===== src/rtl/pipe_ctrl.sv =====
// Pipeline control for a five-stage in-order core: ID decode, staged control
// bundles, load-use/branch hazard stalls, EX forwarding and a STOP drain FSM.
module pipe_ctrl #(
    parameter int ADDR_W    = 64,
    parameter int INST_W    = 32,
    parameter int DATA_W    = 64,
    parameter int REG_W     = 5,
    parameter int DRAIN_CYC = 3
) (
    input  logic              clk,
    input  logic              rst_n,
    input  logic [INST_W-1:0] id_inst,
    input  logic              id_valid,
    input  logic              br_taken,
    input  logic              dmem_stall,
    output logic              id_branch,
    output logic [2:0]        ex_ctrl,
    output logic [1:0]        mem_ctrl,
    output logic [1:0]        wb_ctrl,
    output logic [REG_W-1:0]  ex_rd,
    output logic [REG_W-1:0]  mem_rd,
    output logic [REG_W-1:0]  wb_rd,
    output logic [1:0]        fwd_a,
    output logic [1:0]        fwd_b,
    output logic              pc_write,
    output logic              ifid_write,
    output logic              ifid_flush,
    output logic              done
);

    localparam logic [6:0] OP_LD   = 7'b0000011;
    localparam logic [6:0] OP_SD   = 7'b0100011;
    localparam logic [6:0] OP_BR   = 7'b1100011;
    localparam logic [6:0] OP_I    = 7'b0010011;
    localparam logic [6:0] OP_R    = 7'b0110011;
    localparam logic [6:0] OP_STOP = 7'b1111111;

    localparam int CNT_W = (DRAIN_CYC > 1) ? $clog2(DRAIN_CYC) : 1;
    localparam logic [CNT_W-1:0] CNT_LOAD = CNT_W'(DRAIN_CYC - 1);
    localparam int UNUSED_WIDTHS = ADDR_W + DATA_W;

    typedef enum logic [1:0] {
        RUN   = 2'd0,
        DRAIN = 2'd1,
        HALT  = 2'd2
    } state_t;

    state_t            state, next_state;
    logic [CNT_W-1:0]  cnt, next_cnt;

    logic [6:0]        opcode;
    logic [REG_W-1:0]  id_rs1, id_rs2, id_rd;
    logic [2:0]        dec_ex;
    logic [1:0]        dec_mem, dec_wb;
    logic              dec_br, use_rs1, use_rs2, id_stop;

    logic [1:0]        ex_mem_b, ex_wb_b, mem_wb_b;
    logic [REG_W-1:0]  ex_rs1, ex_rs2;
    logic              load_use, br_stall, hz_stall, issue;
    logic              unused_bits;

    assign opcode      = id_inst[6:0];
    assign id_rd       = REG_W'(id_inst[11:7]);
    assign id_rs1      = REG_W'(id_inst[19:15]);
    assign id_rs2      = REG_W'(id_inst[24:20]);
    assign unused_bits = ^{id_inst[INST_W-1:25], id_inst[14:12]};

    // Bundle layout: EX {ALUOp[1:0],ALUSrc}, MEM {MemRead,MemWrite}, WB {MemtoReg,RegWrite}.
    always_comb begin
        dec_ex  = 3'b000;
        dec_mem = 2'b00;
        dec_wb  = 2'b00;
        dec_br  = 1'b0;
        use_rs1 = 1'b0;
        use_rs2 = 1'b0;
        if (id_valid) begin
            case (opcode)
                OP_LD: begin
                    dec_ex = 3'b001; dec_mem = 2'b10; dec_wb = 2'b11; use_rs1 = 1'b1;
                end
                OP_SD: begin
                    dec_ex = 3'b001; dec_mem = 2'b01; use_rs1 = 1'b1; use_rs2 = 1'b1;
                end
                OP_BR: begin
                    dec_ex = 3'b110; dec_br = 1'b1; use_rs1 = 1'b1; use_rs2 = 1'b1;
                end
                OP_I: begin
                    dec_ex = 3'b001; dec_wb = 2'b01; use_rs1 = 1'b1;
                end
                OP_R: begin
                    dec_wb = 2'b01; use_rs1 = 1'b1; use_rs2 = 1'b1;
                end
                default: ;
            endcase
        end
    end

    assign id_stop   = id_valid && (opcode == OP_STOP);
    assign id_branch = dec_br;

    // Branches resolve in ID, so they also wait on an ALU result in EX or a load in MEM.
    assign load_use = (state == RUN) && ex_mem_b[1] && (ex_rd != '0) &&
                      ((use_rs1 && (ex_rd == id_rs1)) || (use_rs2 && (ex_rd == id_rs2)));
    assign br_stall = (state == RUN) && dec_br &&
                      ((ex_wb_b[0] && (ex_rd != '0) && ((ex_rd == id_rs1) || (ex_rd == id_rs2))) ||
                       (mem_ctrl[1] && (mem_rd != '0) && ((mem_rd == id_rs1) || (mem_rd == id_rs2))));
    assign hz_stall = load_use || br_stall;
    assign issue    = (state == RUN) && !hz_stall;

    always_comb begin
        next_state = state;
        next_cnt   = cnt;
        pc_write   = 1'b0;
        ifid_write = 1'b0;
        ifid_flush = 1'b0;
        if (!dmem_stall) begin
            case (state)
                RUN: begin
                    if (!hz_stall) begin
                        if (id_stop) begin
                            next_state = DRAIN;
                            next_cnt   = CNT_LOAD;
                        end else begin
                            pc_write   = 1'b1;
                            ifid_write = 1'b1;
                            ifid_flush = dec_br && br_taken;
                        end
                    end
                end
                DRAIN: begin
                    if (cnt == '0) next_state = HALT;
                    else           next_cnt   = cnt - 1'b1;
                end
                default: ;
            endcase
        end
        // The front end is left free-running while reset is held.
        if (!rst_n) begin
            pc_write   = 1'b1;
            ifid_write = 1'b1;
            ifid_flush = 1'b0;
        end
    end

    always_ff @(posedge clk or negedge rst_n) begin
        if (!rst_n) begin
            state <= RUN;
            cnt   <= '0;
            done  <= 1'b0;
        end else if (!dmem_stall) begin
            state <= next_state;
            cnt   <= next_cnt;
            done  <= (next_state == HALT);
        end
    end

    always_ff @(posedge clk or negedge rst_n) begin
        if (!rst_n) begin
            ex_ctrl  <= '0;
            ex_mem_b <= '0;
            ex_wb_b  <= '0;
            ex_rd    <= '0;
            ex_rs1   <= '0;
            ex_rs2   <= '0;
            mem_ctrl <= '0;
            mem_wb_b <= '0;
            mem_rd   <= '0;
            wb_ctrl  <= '0;
            wb_rd    <= '0;
        end else if (!dmem_stall) begin
            if (issue && id_valid) begin
                ex_ctrl  <= dec_ex;
                ex_mem_b <= dec_mem;
                ex_wb_b  <= dec_wb;
                ex_rd    <= id_rd;
                ex_rs1   <= id_rs1;
                ex_rs2   <= id_rs2;
            end else begin
                ex_ctrl  <= '0;
                ex_mem_b <= '0;
                ex_wb_b  <= '0;
                ex_rd    <= '0;
                ex_rs1   <= '0;
                ex_rs2   <= '0;
            end
            mem_ctrl <= ex_mem_b;
            mem_wb_b <= ex_wb_b;
            mem_rd   <= ex_rd;
            wb_ctrl  <= mem_wb_b;
            wb_rd    <= mem_rd;
        end
    end

    // The younger producer in MEM wins over WB.
    always_comb begin
        fwd_a = 2'b00;
        fwd_b = 2'b00;
        if (mem_wb_b[0] && (mem_rd != '0) && (mem_rd == ex_rs1))     fwd_a = 2'b10;
        else if (wb_ctrl[0] && (wb_rd != '0) && (wb_rd == ex_rs1))   fwd_a = 2'b01;
        if (mem_wb_b[0] && (mem_rd != '0) && (mem_rd == ex_rs2))     fwd_b = 2'b10;
        else if (wb_ctrl[0] && (wb_rd != '0) && (wb_rd == ex_rs2))   fwd_b = 2'b01;
    end

endmodule

===== config.mk =====
export PLATFORM = sky130hd
export DESIGN_NAME = pipe_ctrl
export DESIGN_NICKNAME = d
export VERILOG_FILES = /design/src/rtl/pipe_ctrl.sv
export SDC_FILE = /design/constraint.sdc
export NUM_CORES = 1
export LEC_CHECK = 0
export ABC_CLOCK_PERIOD_IN_PS = 2440
export BUFFER_PORTS_ARGS = -buffer_cell sky130_fd_sc_hd__buf_4
export CORE_MARGIN = 2
export CORE_UTILIZATION = 52
export CTS_CLUSTER_SIZE = 40
export DETAILED_ROUTE_END_ITERATION = 6
export PLACE_DENSITY = 0.8
export SLEW_MARGIN = 20
export SYNTH_ARGS = -nofsm -noshare
export SYNTH_HDL_FRONTEND = slang
export SYNTH_SLANG_ARGS = --single-unit

===== constraint.sdc =====
create_clock -name clk -period 2.44 [get_ports clk]
set_clock_uncertainty 0.2 [all_clocks]
set_input_delay 0.122 -clock clk [delete_from_list [all_inputs] [get_ports clk]]
set_output_delay 0.122 -clock clk [all_outputs]
set_load 0.01 [all_outputs]

==> results of run 1 <==
-- cells in the mapped netlist, types with 2 or more instances --
cell type / number / area share
a21oi_1: 2 / 0.0042
a21oi_2: 3 / 0.011
a22o_1: 10 / 0.037
a22o_2: 5 / 0.021
a31oi_1: 2 / 0.0053
buf_1: 2 / 0.0032
buf_4: 8 / 0.025
buf_6: 2 / 0.0095
clkbuf_1: 2 / 0.0032
dfrtp_1: 40 / 0.42
inv_1: 4 / 0.0064
mux2_2: 14 / 0.067
nand2_1: 16 / 0.025
nand3_1: 8 / 0.017
nand3_2: 3 / 0.013
nand4_1: 3 / 0.0079
nor2_1: 6 / 0.0095
nor3_1: 7 / 0.015
nor4_1: 4 / 0.011
nor4b_1: 2 / 0.0074
o21ai_0: 9 / 0.019
or4_1: 5 / 0.016
xnor2_1: 14 / 0.052
xor2_1: 26 / 0.096
-- worst max path at each step --
stage | depth (start not counted) | end | slack, ps | start
after CTS | 7 | ifid_write | 8 | state[1]
after detailed placement | 6 | ex_rd[4] | 100 | ex_rd[1]
after global routing | 7 | ifid_flush | -70 | state[1]
after floorplan | 8 | pc_write | 190 | mem_rd[0]
final | 7 | ifid_flush | -30 | state[1]
after global placement | 6 | ex_rd[4] | 140 | ex_rd[1]
-- placed cells by master (no fill, tap or decap), drive strengths merged, types with 9 or more instances in the layout --
| cell | synthesis | routed |
|---|---|---|
| a22o | 15 | 15 |
| buf | 12 | 79 |
| dfrtp | 40 | 40 |
| dlygate4sd3 | 0 | 19 |
| mux2 | 14 | 14 |
| nand2 | 16 | 16 |
| nand3 | 12 | 12 |
| nor3 | 9 | 9 |
| o21ai | 9 | 9 |
| xnor2 | 14 | 14 |
| xor2 | 26 | 26 |
-- registers in the layout, summed over array words and instances (netlist names) --
register / count
mem_rd: 5
ex_rs2: 5
cnt: 2
ex_wb_b: 1
wb_rd: 5
ex_rs1: 5
ex_ctrl: 2
wb_ctrl: 2
ex_rd: 5
mem_ctrl: 2
ex_mem_b: 2
mem_wb_b: 1
state: 2
done: 1
-- through the flow --
| step | utilization | TNS, ps | setup slack [ps] | instance area (um^2) |
|---|---|---|---|---|
| after global routing | 0.759 | -174 | -67.6 | 3300 |
| after CTS | 0.730 | 0 | 8.21 | 3180 |
| after floorplan | - | 0 | 194 | 2360 |
| after global placement | 0.649 | 0 | 145 | 2820 |
| final | 0.759 | -63.7 | -30.6 | 3300 |
| after detailed placement | 0.649 | 0 | 102 | 2820 |
-- critical path: stages, from the launching register on --
cell      delay, ps
dfrtp_2         450
or2_4           270
a211oi_2        270
nand3_1         220
a21oi_4         230
or2_4           200
nor4_4           50
buf_4           160
-- power by group --
part           internal [mW]  switching (mW)  total, mW
registers              0.752           0.127      0.879
clock network          0.226           0.234      0.460
logic                  0.374           0.326      0.701
total                   1.35           0.688       2.04
-- cell type report --
| class | instances | area (um^2) | share of cell area |
|---|---|---|---|
| Clock buffer | 6 | 82.6 | 0.0250 |
| Clock inverter | 2 | 10.0 | 0.00303 |
| Inverter | 4 | 15.0 | 0.00455 |
| Multi-Input combinational cell | 159 | 1290 | 0.392 |
| Sequential cell | 40 | 1010 | 0.305 |
| Tap cell | 52 | 65.1 | 0.0197 |
| Timing Repair Buffer | 100 | 828 | 0.251 |
-- layer usage --
layer	up-vias	wire length, um	track usage
li1	959	-	-
met1	1043	2700	0.327
met2	78	3550	0.441
met3	20	361	0.0534
met4	0	196	0.0776
met5	-	0	0
-- cells by family after synthesis --
logic type,Yosys count,share of synthesized area
XOR/XNOR,40,0.148
multiplexers,15,0.0710
AO/OA/AOI/OAI,36,0.117
buffers and inverters,18,0.0477
flip-flops,40,0.424
adder cells (fa/ha/maj),1,0.00530
AND/OR/NAND/NOR,67,0.187
-- what timing repair did --
action,in CTS,in global routing
hold endpoints to repair,59,0
setup endpoints to repair,3,18
pin swaps,4,11
resized for setup,7,12
setup buffers,5,9
hold buffers,21,0
==> results.py, run 1 <==
metrics = {
    "run": {
        "drv_cap": 0,
    },
    "finish": {
        "syn_to_final_growth_pct": 39.9,
        "fin_nets": 348,
        "fillCellCount": 282,
        "layoutNonFillerInstCount": 363,
        "diodes": 0,
        "drive_above_1_share": 0.421,
    },
    "cts": {
        "cts-buffers-inserted": 5,
        "clock_path_buffers": 2,
        "clk_pin_slew_worst_paths_ps": 80,
        "cts_sinks": 40,
        "insertion_delay_ps": 300,
        "h-tree-depth": 2,
        "root_buffer": "clkbuf_8",
        "cts_tree": "done",
    },
    "synth": {
        "syn_area_um2": 2360,
        "ys_types": 44,
        "async_reset_ff_frac": 1.00,
        "netlist_instances": 217,
        "syn_area_per_cell_um2": 10.9,
        "synth.yosys.warnings": 0,
        "ys_seq_area_frac": 0.424,
        "synth_seq_cells": 40,
        "synthesis.nets": 255,
        "yosys_most_used_dff": "dfrtp_1",
        "synth_edf_count": 0,
    },
    "die": {
        "fp.coreArea_um2": 4350,
        "die_area_um2": 5100,
        "pin_count": 68,
        "rows": 24,
        "dieWidth_um": 71.4,
        "fp.dieH_um": 71.4,
        "initial_utilization": 0.542,
    },
    "worst_setup_path": {
        "endpoint_kind": "output port",
        "crit_type": "reg2out",
        "start_kind": "flop",
        "rr_worst_depth": 9,
        "crit_fanout": 6,
        "reg2reg_to": "ex_rd[4]",
        "r2r_setup_slack_ps": 90,
        "crit_arrival_ps": 2150,
        "regToRegStartpoint": "state[1]",
        "crit_required_ps": 2120,
    },
    "detailed_routing": {
        "wl_per_cell_um": 18.8,
        "vias_per_cell": 5.79,
        "vias": 2100,
        "ant_nets": 0,
        "drc_errors": 0,
        "routed_wl_mm": 6.81,
        "drt_iter0_markers": 138,
        "first_pass_iters": 4,
    },
    "sta": {
        "max_freq_ghz": 0.405,
        "timing.slew.headroom": 0.521,
        "tightest_slew_ps": 709,
        "fin_crit_sh": 1.01,
        "slew_violations": 0,
        "worst_slack_ps": -30.6,
        "hold_viol_final": 0,
        "fin_hold_ws_ps": 61.9,
        "fin_crit_ps": 2470,
        "rsz0062_at_grt": "true",
        "setup_viol": 3,
    },
    "worst_hold_path": {
        "whs_endpoint": "ex_rs2[1]",
        "min_path_cells": 2,
        "worstHoldStart": "id_inst[21]",
        "hold_path_class": "in2reg",
    },
    "place": {
        "io_buffers": 57,
        "place_inst": 321,
        "place_congestion": 0.808,
        "dp_hpwl_mm": 4.25,
    },
    "grt": {
        "globalRoute.totalOverflow": 0,
        "antenna_found_initial": 0,
        "grt_pass1_vias": 2065,
        "grt_use_total": 0.257,
        "grt_pass1_wl_mm": 10.2,
        "grt_max_degree": 38,
    },
    "power": {
        "leakagePower_nw": 1.58,
        "p_per_area_nw_per_um2": 618,
        "finalPower_mw": 2.04,
        "vdd_ir_drop_max_uv": 370,
    },
    "run_status": {
        "violations": "negative setup slack",
        "run_status": "complete, but fails checks",
    },
}
(Power assumes the default switching activity.)
==> run 2: changes to the inputs <==
CORE_ASPECT_RATIO = 1.5   (was unset)
PLACE_DENSITY = 0.9   (was 0.8)
SETUP_SLACK_MARGIN = 0.1   (was unset)
==> results.py, run 2 (synthesis gave the netlist of run 1 again) <==
metrics = {
    "grt": {
        "grt_pass1_vias": 2108,
        "grt_max_degree": 43,
        "grt_use_total": 0.253,
        "antenna_found_initial": 0,
        "globalRoute.totalOverflow": 0,
        "grt_pass1_wl_mm": 9.65,
    },
    "worst_setup_path": {
        "crit_arrival_ps": 2060,
        "cp_cell_sequence": "xor2_1 > nor3_1 > nand3_1 > a21oi_2 > or4b_4 > nor4_2 > buf_4",
        "crit_type": "reg2out",
        "critPathTopFamily": "simple AND/OR/NAND/NOR gates",
        "critPathBufInv": 1,
        "crit_fanout": 5,
        "crit_slowest_cell": "or4b_4",
        "start_kind": "flop",
        "crit_required_ps": 2120,
        "max_stage_delay_ps": 540,
        "endpoint_kind": "output port",
    },
    "cts": {
        "cts_sinks": 40,
        "cts-buffers-inserted": 5,
        "root_buffer": "clkbuf_8",
        "insertion_delay_ps": 290,
        "h-tree-depth": 2,
        "cts_tree": "done",
        "clk_pin_slew_worst_paths_ps": 70,
        "clock_path_buffers": 2,
    },
    "die": {
        "fp.dieH_um": 86.5,
        "pin_count": 68,
        "initial_utilization": 0.533,
        "rows": 30,
        "dieWidth_um": 59.0,
        "fp.coreArea_um2": 4430,
        "die_area_um2": 5110,
    },
    "detailed_routing": {
        "drt_iter0_markers": 72,
        "vias": 2075,
        "vias_per_cell": 5.89,
        "routed_wl_mm": 6.09,
        "drc_errors": 0,
        "wl_per_cell_um": 17.3,
        "ant_nets": 0,
        "first_pass_iters": 4,
    },
    "power": {
        "p_per_area_nw_per_um2": 615,
        "leakagePower_nw": 1.51,
        "vdd_ir_drop_max_uv": 469,
        "finalPower_mw": 1.96,
    },
    "place": {
        "io_buffers": 57,
        "place_ws_ps": 131,
        "dp_hpwl_mm": 4.00,
        "place_congestion": 0.864,
    },
    "finish": {
        "drive_above_1_share": 0.414,
        "final_cell_mix": "buf_4 (75), dfrtp_1 (35), xor2_1 (25)",
        "fillCellCount": 329,
        "fin_nets": 342,
        "syn_to_final_growth_pct": 35.0,
        "final_common_cell": "buf_4",
        "diodes": 0,
    },
    "sta": {
        "fin_crit_sh": 0.978,
        "tightest_slew_ps": 533,
        "worst_slack_ps": 54.6,
        "hold_viol_final": 0,
        "setup_viol": 0,
        "timing.slew.headroom": 0.645,
        "slew_violations": 0,
        "rsz0062_at_grt": "true",
        "max_freq_ghz": 0.419,
        "fin_crit_ps": 2390,
    },
    "worst_hold_path": {
        "hold_path_class": "in2reg",
    },
    "run": {
        "drv_cap": 0,
    },
    "run_status": {
        "run_status": "finished, final reports clean",
    },
}
-- run 2: changes by cell type in the layout (fill, tap and decap cells not counted), moves of 2 or more --
cell,previous run,this run
a21oi_2,0,3
a21oi_4,3,0
buf_6,2,0
dlymetal6s4s_1,2,0
nor4_2,0,2
-- run 2: worst reg2reg max path, stage by stage, from the launching register on --
cell	delay [ps]
dfrtp_1	400
or2_4	280
a211oi_2	260
nand4_1	180
a21oi_2	190
buf_4	150
nor4b_4	50
buf_4	160
a22o_2	230
-- run 2: final timing paths --
| check | start | end | slack (ps) | cells past startpoint |
|---|---|---|---|---|
| max | mem_rd[1] | ifid_flush | 50 | 7 |
| min | dmem_stall | done | 20 | 3 |
| max reg2reg | state[0] | ex_rd[1] | 240 | 8 |
| min reg2reg | ex_mem_b[0] | ex_mem_b[0] | 280 | 1 |
| max in group asynchronous | rst_n | mem_rd[3] | 1490 | 2 |
| min in group asynchronous | rst_n | state[0] | 160 | 2 |
-- run 2: what timing repair did --
action,4_1_cts,5_1_grt
endpoints found under the setup margin,9,4
hold buffers,19,0
hold endpoints to repair,58,0
resized for setup,8,4
pin swaps,5,3
buffers inserted,12,0
gates cloned,0,0
-- run 2: final cells by class --
cell class / instances / area (um^2) / area share
Multi-Input combinational cell: 159 / 1270 / 0.400
Sequential cell: 40 / 1010 / 0.316
Timing Repair Buffer: 94 / 753 / 0.236
Clock buffer: 6 / 72.6 / 0.0228
Tap cell: 48 / 60.1 / 0.0188
Inverter: 4 / 15.0 / 0.00471
Clock inverter: 1 / 5.00 / 0.00157
-- run 2: per-stage QoR --
stage	hold WS [ps]	instances	area [um^2]	util	setup TNS, ps
floorplan	-374	217	2360	-	0
global placement	-71.6	314	2800	0.631	0
detailed placement	-68.1	314	2800	0.631	0
CTS	20.5	352	3170	0.716	0
global route	39.0	352	3190	0.719	-7.71
finish	23.7	352	3190	0.719	0
-- run 2: routing by layer --
layer	vias up	wire length, um	part of all wire	global-route usage
met4	0	263	0.043	0.136
met3	23	227	0.037	0.0418
met1	1029	2190	0.36	0.266
met5	-	0	0	0
met2	73	3410	0.56	0.463
li1	950	-	-	-
-- run 2: power by group --
part	switching (mW)	total [mW]	internal, mW
registers	0.120	0.873	0.752
clock network	0.213	0.407	0.194
logic	0.321	0.679	0.359
total	0.653	1.96	1.31
